`src/rtl/cirno9_arb_pkg.sv`:
```
// Shared types and defaults for the cirno9 SRAM arbiter: FSM states,
// requester identifiers and the default SRAM geometry.
package cirno9_arb_pkg;

    localparam int AW_DEF = 14;
    localparam int DW_DEF = 32;

    typedef enum logic [1:0] {
        IDLE = 2'd0,
        BUSY = 2'd1,
        HOLD = 2'd2
    } arb_state_t;

    typedef enum logic {
        REQ_IFU = 1'b0,
        REQ_LSU = 1'b1
    } req_t;

endpackage

```
`src/rtl/cirno9_arb_pick.sv`:
```
// Two-way requester selector: fixed LSU > IFU, or round-robin when
// CIRNO9_ARB_RR_EN is defined. The *_ok outputs ignore the requester's own valid.
module cirno9_arb_pick
    import cirno9_arb_pkg::*;
(
    input  logic ifu_valid,
    input  logic lsu_valid,
`ifdef CIRNO9_ARB_RR_EN
    input  req_t last_grant,
`endif
    output logic ifu_ok,
    output logic lsu_ok,
    output req_t grant
);

`ifdef CIRNO9_ARB_RR_EN
    // A requester yields only when the other is valid and is owed the next turn
    assign lsu_ok = ~(ifu_valid & (last_grant == REQ_LSU));
    assign ifu_ok = ~(lsu_valid & (last_grant == REQ_IFU));
`else
    assign lsu_ok = 1'b1;
    assign ifu_ok = ~lsu_valid;
`endif

    assign grant = (lsu_valid & lsu_ok) ? REQ_LSU : REQ_IFU;

endmodule

```
`src/rtl/cirno9_sram_arb.sv`:
```
// Shares the single-port sram32 between IFU and LSU, one access per cycle,
// with a one-entry hold register. Optional round-robin via CIRNO9_ARB_RR_EN.
module cirno9_sram_arb
    import cirno9_arb_pkg::*;
#(
    parameter int AW = AW_DEF,
    parameter int DW = DW_DEF
) (
    input  logic            clk,
    input  logic            rst_n,
    input  logic            ifu_cmd_valid,
    output logic            ifu_cmd_ready,
    input  logic [31:0]     ifu_cmd_addr,
    output logic            ifu_rsp_valid,
    input  logic            ifu_rsp_ready,
    output logic [DW-1:0]   ifu_rsp_rdata,
    input  logic            lsu_cmd_valid,
    output logic            lsu_cmd_ready,
    input  logic [31:0]     lsu_cmd_addr,
    input  logic            lsu_cmd_we,
    input  logic [DW-1:0]   lsu_cmd_wdata,
    input  logic [DW/8-1:0] lsu_cmd_wmask,
    output logic            lsu_rsp_valid,
    input  logic            lsu_rsp_ready,
    output logic [DW-1:0]   lsu_rsp_rdata,
    output logic            ram_cs,
    output logic            ram_we,
    output logic [DW/8-1:0] ram_wem,
    output logic [AW-1:0]   ram_addr,
    output logic [DW-1:0]   ram_din,
    input  logic [DW-1:0]   ram_dout
);

    arb_state_t    state, state_nxt;
    req_t          owner, grant;
    logic          owner_we;
    logic [DW-1:0] hold_data;
    logic [DW-1:0] rsp_data;
    logic          ifu_ok, lsu_ok;
    logic          owner_rsp_ready, can_issue, issue;
    logic          unused_addr_bits;

`ifdef CIRNO9_ARB_RR_EN
    req_t last_grant;

    always_ff @(posedge clk or negedge rst_n) begin
        if (!rst_n)
            last_grant <= REQ_IFU;
        else if (issue)
            last_grant <= grant;
    end
`endif

    cirno9_arb_pick u_pick (
        .ifu_valid  (ifu_cmd_valid),
        .lsu_valid  (lsu_cmd_valid),
`ifdef CIRNO9_ARB_RR_EN
        .last_grant (last_grant),
`endif
        .ifu_ok     (ifu_ok),
        .lsu_ok     (lsu_ok),
        .grant      (grant)
    );

    // Outside IDLE the owner's rsp_valid is always high, so its ready alone closes the handshake
    assign owner_rsp_ready = (owner == REQ_LSU) ? lsu_rsp_ready : ifu_rsp_ready;
    assign can_issue       = rst_n & ((state == IDLE) | owner_rsp_ready);
    assign issue           = can_issue & (ifu_cmd_valid | lsu_cmd_valid);

    assign ifu_cmd_ready = can_issue & ifu_ok;
    assign lsu_cmd_ready = can_issue & lsu_ok;

    assign ram_cs   = issue;
    assign ram_we   = issue & (grant == REQ_LSU) & lsu_cmd_we;
    assign ram_wem  = ram_we ? lsu_cmd_wmask : '0;
    assign ram_addr = (grant == REQ_LSU) ? lsu_cmd_addr[AW+1:2] : ifu_cmd_addr[AW+1:2];
    assign ram_din  = lsu_cmd_wdata;

    assign unused_addr_bits = ^{ifu_cmd_addr[31:AW+2], ifu_cmd_addr[1:0],
                                lsu_cmd_addr[31:AW+2], lsu_cmd_addr[1:0]};

    // Write acks carry zero data both straight from BUSY and from the hold register
    assign rsp_data = (state == BUSY) ? (owner_we ? '0 : ram_dout) : hold_data;

    assign ifu_rsp_valid = (state != IDLE) & (owner == REQ_IFU);
    assign lsu_rsp_valid = (state != IDLE) & (owner == REQ_LSU);
    assign ifu_rsp_rdata = ifu_rsp_valid ? rsp_data : '0;
    assign lsu_rsp_rdata = lsu_rsp_valid ? rsp_data : '0;

    always_comb begin
        state_nxt = state;
        case (state)
            IDLE: if (issue) state_nxt = BUSY;
            BUSY: begin
                if (owner_rsp_ready)
                    state_nxt = issue ? BUSY : IDLE;
                else
                    state_nxt = HOLD;
            end
            HOLD: if (owner_rsp_ready) state_nxt = issue ? BUSY : IDLE;
            default: state_nxt = IDLE;
        endcase
    end

    always_ff @(posedge clk or negedge rst_n) begin
        if (!rst_n) begin
            state     <= IDLE;
            owner     <= REQ_IFU;
            owner_we  <= 1'b0;
            hold_data <= '0;
        end else begin
            state <= state_nxt;
            if (issue) begin
                owner    <= grant;
                owner_we <= (grant == REQ_LSU) & lsu_cmd_we;
            end
            // ram_dout is only valid for one cycle, so a stalled response is parked here
            if ((state == BUSY) && !owner_rsp_ready)
                hold_data <= rsp_data;
        end
    end

endmodule

```
`config.mk`:
```
export PLATFORM = sky130hd
export DESIGN_NAME = cirno9_sram_arb
export DESIGN_NICKNAME = d
export VERILOG_FILES = /design/src/rtl/cirno9_arb_pkg.sv /design/src/rtl/cirno9_arb_pick.sv /design/src/rtl/cirno9_sram_arb.sv
export SDC_FILE = /design/constraint.sdc
export NUM_CORES = 1
export LEC_CHECK = 0
export BUFFER_PORTS_ARGS = -buffer_cell sky130_fd_sc_hd__buf_2
export CAP_MARGIN = 20
export CORE_AREA = 2 2 101 103
export CTS_CLUSTER_DIAMETER = 120
export DETAILED_ROUTE_END_ITERATION = 10
export DIE_AREA = 0 0 103 105
export PLACE_DENSITY = 0.65
export SKIP_LAST_GASP = 1
export SYNTH_ARGS = -nofsm -noshare
export SYNTH_HDL_FRONTEND = slang
export SYNTH_SLANG_ARGS = --single-unit
```
`constraint.sdc`:
```
create_clock -name clk -period 3.36 [get_ports clk]
set_input_delay 0.504 -clock clk [delete_from_list [all_inputs] [get_ports clk]]
set_output_delay 0.504 -clock clk [all_outputs]
set_load 0.01 [all_outputs]
```
## Yosys cells after proc, flatten, opt, wreduce, memory -nomap -nowiden

Index checks and enable logic that the tools add are counted.

- Bits in registers: 36
- Bits in latches: 0
- Memory bits (writable): 0
- ROM bits: 0
- Word-level logic and storage cells: 38
- Memories kept: 0

- Add/subtract/negate cells: 0
- Multiply operators: 0
- Divide/modulo/power cells: 0
- Order comparisons: 0
- Equality and inequality tests: 4
- Shift-type cells: 0
- Multiplexer cells: 13
- Bitwise logic cells: 12
- Reductions and logical operators: 5

Operators with widths:

| kind | count |
|---|---|
| $mux 32 | 4 |
| $mux 14 | 1 |
| $and 1x1->1 | 8 |
| $mux 2 | 3 |
| $pmux 2 s3 | 1 |
| $mux 4 | 1 |
| $ne 2x2->1 const B | 2 |
| $mux 1 | 3 |
| $eq 2x1->1 const B | 1 |
| $eq 2x2->1 const B | 1 |
| $logic_not 2->1 | 1 |
| $not 1->1 | 2 |
| $or 1x1->1 | 2 |
| $reduce_and 2->1 | 1 |
| $reduce_bool 2->1 | 1 |
| $logic_and 1x1->1 | 1 |
| $logic_not 1->1 | 1 |

## Logic depth before layout (Yosys ltp)

- Word-level depth: 7
- Mapped depth: 6

## By module

From an unflattened synthesis, not the netlist that was laid out.

- Cell total of the unflattened synthesis: 290
- Area, all modules: 2831.5 um^2

Modules (own cells, without submodules):

| module | instances | cells each | area an instance (um^2) |
|---|---|---|---|
| cirno9_sram_arb | 1 | 286 | 2808.9 |
| cirno9_arb_pick | 1 | 4 | 22.5 |

## Worst setup path after synthesis

OpenSTA, ideal clock, no wires.

- Path type: input to output
- Start point: input port lsu_cmd_valid
- End point: output port ram_addr[10]
- Data arrival time: 1408 ps
- Required time: 2856 ps
- Path slack: 1448 ps
- Cell stages on the path: 3
- Buffers on the path: 2
- Cells stage by stage: buf_2 > buf_1 > mux2_2

- Longest elaborated chain between the ends: 2

RTL lines:

| item | RTL line | text |
|---|---|---|
| start, declared | cirno9_sram_arb.sv:17 | `input logic lsu_cmd_valid,` |
| $mux 1 | cirno9_arb_pick.sv:25 | `assign grant = (lsu_valid & lsu_ok) ? REQ_LSU : REQ_IFU;` |
| $mux 14 | cirno9_sram_arb.sv:76 | `assign ram_addr = (grant == REQ_LSU) ? lsu_cmd_addr[AW+1:2] : ifu_cmd_addr[AW+1:2];` |
| end, declared | cirno9_sram_arb.sv:29 | `output logic [AW-1:0] ram_addr,` |

Every way passes these cells.

## Worst setup path in the final report

- Start point: register state[1]
- End point: output port ifu_rsp_rdata[0]

- Longest elaborated chain between the ends: 3

RTL lines:

| item | RTL line | text |
|---|---|---|
| start, declared | cirno9_sram_arb.sv:34 | `arb_state_t state, state_nxt;` |
| start signal, assigned | cirno9_sram_arb.sv:112 | `state <= state_nxt;` |
| $eq 2x1->1 or $reduce_bool 2->1 (tied branches) | cirno9_sram_arb.sv:83, cirno9_sram_arb.sv:85 |  |
| $mux 32 or $and 1x1->1 (tied branches) | cirno9_sram_arb.sv:83, cirno9_sram_arb.sv:85 |  |
| $mux 32 * | cirno9_sram_arb.sv:87 | `assign ifu_rsp_rdata = ifu_rsp_valid ? rsp_data : '0;` |
| end, declared | cirno9_sram_arb.sv:16 | `output logic [DW-1:0] ifu_rsp_rdata,` |

Every way passes the cells marked *; elsewhere a longest branch is shown, timed or not.

==> reports/metrics.yaml <==
outcome:
  status: "finished, final reports clean"
logic_synthesis:
  syn-cell-area_um2: 2810
  seq_area_frac_synth: 0.320
  syn-num-nets: 426
  synth_most_common_cell: "nor2_1"
  synth_edf_count: 0
  synth.cells.most_frequent: "68 x nor2_1, 36 x dfrtp_1, 35 x buf_4"
  synth_top_area_cell: "dfrtp_1"
  synthTopCellsByArea: "dfrtp_1 32%, mux2_4 17%, mux2i_1 11%"
  ys_ff_latch: 36
  syn-mean-instance-area_um2: 9.80
  synth_top_area_frac: 0.320
  yosys_warnings: 0
  async_flop_share: 1.00
  netlist_instances: 287
  ys.flop_type: "dfrtp_1"
  ys_types: 25
clock_tree:
  cts_resized: 0
  cts_tree: "built"
  h-tree-depth: 2
  postCtsSetupRepairBufs: 0
  cts_buffers: 5
  clk_latency_ns: 0.28
  cts_buffer_depth: 2
  path_clk_slew_ns: 0.07
  clockRootBuffer: "clkbuf_8"
  cts_sinks: 36
  cts.hold.buffers_added: 0
routing:
  drt-total-wl_um: 7120
  drt_iter0_drc: 39
  post-route-drc-count: 0
  vias: 2359
  via_per_inst: 4.38
  post_drt_wl_per_cell_um: 13.2
  first_pass_iters: 4
  antenna_left: 0
sta:
  fmax_mhz: 372
  finalHoldViolCount: 0
  max_slew_margin: 0.453
  grt_setup_unrepaired: "false"
  hold_ws_ns: 0.119
  finalSetupViolations: 0
  period_minus_slack_ns: 2.69
  final_max_slew_viol_count: 0
  finalSetupTns_ns: 0
  period_share: 0.800
  final.setup.worst_slack_ns: 0.671
  skew_ns: 0.00545
  worst_pin_slew_ns: 0.821
worst_setup_path:
  startpoint_type: "flip-flop"
  cp.arrival_ns: 2.19
  cp_max_fo: 17
  crit_path_max_incr_delay_ns: 0.58
  cp_top_family: "simple AND/OR/NAND/NOR gates"
  end_kind: "output pin"
  rrSetupSlack_ns: 1.06
  worstPathRequired_ns: 2.86
  worstSetupPathType: "reg -> out"
  crit_path_frequent_cell: "nor2_1"
  crit_chain: "nor2_1 > or2_1 > buf_4 > nor2_1 > buf_2"
  cpMaxStageDelayCell: "or2_1"
  worst-path-buf-inv: 2
pwr:
  seq_power_share: 0.314
  irDropWorstVdd_uv: 248
  netSwitchingPower_uw: 910
  pwr-share-clk: 0.135
  p_int_mw: 1.45
  comb_power_share: 0.551
  leakagePower_nw: 1.98
  sw_frac_of_total: 0.386
  powerDensity_nw_per_um2: 662
  power_mw: 2.36
global_route:
  grt.overflow.total: 0
  grt_pass1_wl_um: 11100
  antenna_found_initial: 0
  first_global_vias: 2278
  grt_use_total: 0.128
  grt_max_degree: 34
finish:
  diodes: 0
  multi_input_area_um2: 1550
  drive_gt1_frac: 0.539
  seq_area_um2: 901
  fin_util: 0.370
  nFillCells: 1036
  layout-area-overhead-vs-synth_pct: 26.6
  nets: 544
min_path:
  min_path_type: "in -> async"
floorplan:
  rows: 36
  ioPinCount: 259
  die-area_um2: 10800
  die_w_um: 103
  dieHeight_um: 105
  core_area_um2: 9640
  start_util: 0.292
placement:
  io_buffers: 158
  gp_congestion: 0.660
  hpwl_um: 5360
  place_ws_ns: 0.947
job:
  maxCapViolations: 0
worst paths after layout:
path                                                from                         to  cells after the start
worst max register to register      state[0]$_DFFE_PN0P_   hold_data[3]$_DFFE_PN0P_                      4
worst min-delay path                               rst_n       state[1]$_DFFE_PN0P_                      1
min in group clk                hold_data[2]$_DFFE_PN0P_   hold_data[2]$_DFFE_PN0P_                      1
worst min register to register  hold_data[2]$_DFFE_PN0P_   hold_data[2]$_DFFE_PN0P_                      1
max in group asynchronous                          rst_n  hold_data[24]$_DFFE_PN0P_                      2
worst max-delay path                state[1]$_DFFE_PN0P_           ifu_rsp_rdata[0]                      5
cell families after synthesis:
logic type,count (synthesis),synth area share
buf+inv,56,0.133
flops,36,0.320
xor+xnor,1,0.00311
simple gates,108,0.181
compound gates,7,0.0187
mux,79,0.343
power by group through the flow:
stage | combinational, mW | clock [mW] | sequential (mW)
3_3_place_gp | 1.29 | 0 | 0.741
4_1_cts | 1.33 | 0.332 | 0.741
3_5_place_dp | 1.32 | 0 | 0.742
2_1_floorplan | 0.988 | 0 | 0.718
5_1_grt | 1.43 | 0.355 | 0.770
6_report | 1.30 | 0.319 | 0.741
per-stage QoR:
stage / instance area [µm²] / cells
3_3_place_gp: 3470 / 531
4_1_cts: 3560 / 539
2_1_floorplan: 2810 / 287
6_report: 3560 / 539
3_5_place_dp: 3470 / 531
5_1_grt: 3560 / 539
per-layer routing:
metal / wire length [µm] / track usage / part of all wire
met1: 3070 / 0.160 / 0.43
met2: 3470 / 0.217 / 0.49
met3: 504 / 0.0281 / 0.071
met4: 88 / 0.0385 / 0.012
met5: 0 / 0 / 0
worst register-to-register path, cell delays in order, from the launching register on:
cell	delay (ns)
dfrtp_1	0.43
nor2b_4	0.65
buf_12	0.27
nand2b_4	0.37
mux2_1	0.46
layout make-up:
type | instances | share of cell area
inverters | 4 | 0.00421
well taps | 133 | 0.0467
multi-input cells | 195 | 0.435
clock buffers | 8 | 0.0253
repair buffers | 163 | 0.236
flip-flops and latches | 36 | 0.253
placed cells by master, fill, tap and decap left out, drive strengths merged:
cell type / instances
a21oi: 1
buf: 163
nand2: 1
a221o: 1
mux2: 47
nor2b: 33
nand2b: 1
o221ai: 1
o21ai: 2
mux2i: 32
nor2: 68
o2111a: 1
xnor2: 1
inv: 4
a21o: 1
clkbuf: 8
dfrtp: 36
or2: 1
and2: 4
sequential cells by signal, summed over array words and instances (netlist names):
register,cells
hold_data,32
state,2
owner_we,1
owner,1
Note: power is estimated with default switching activity, not from simulation.
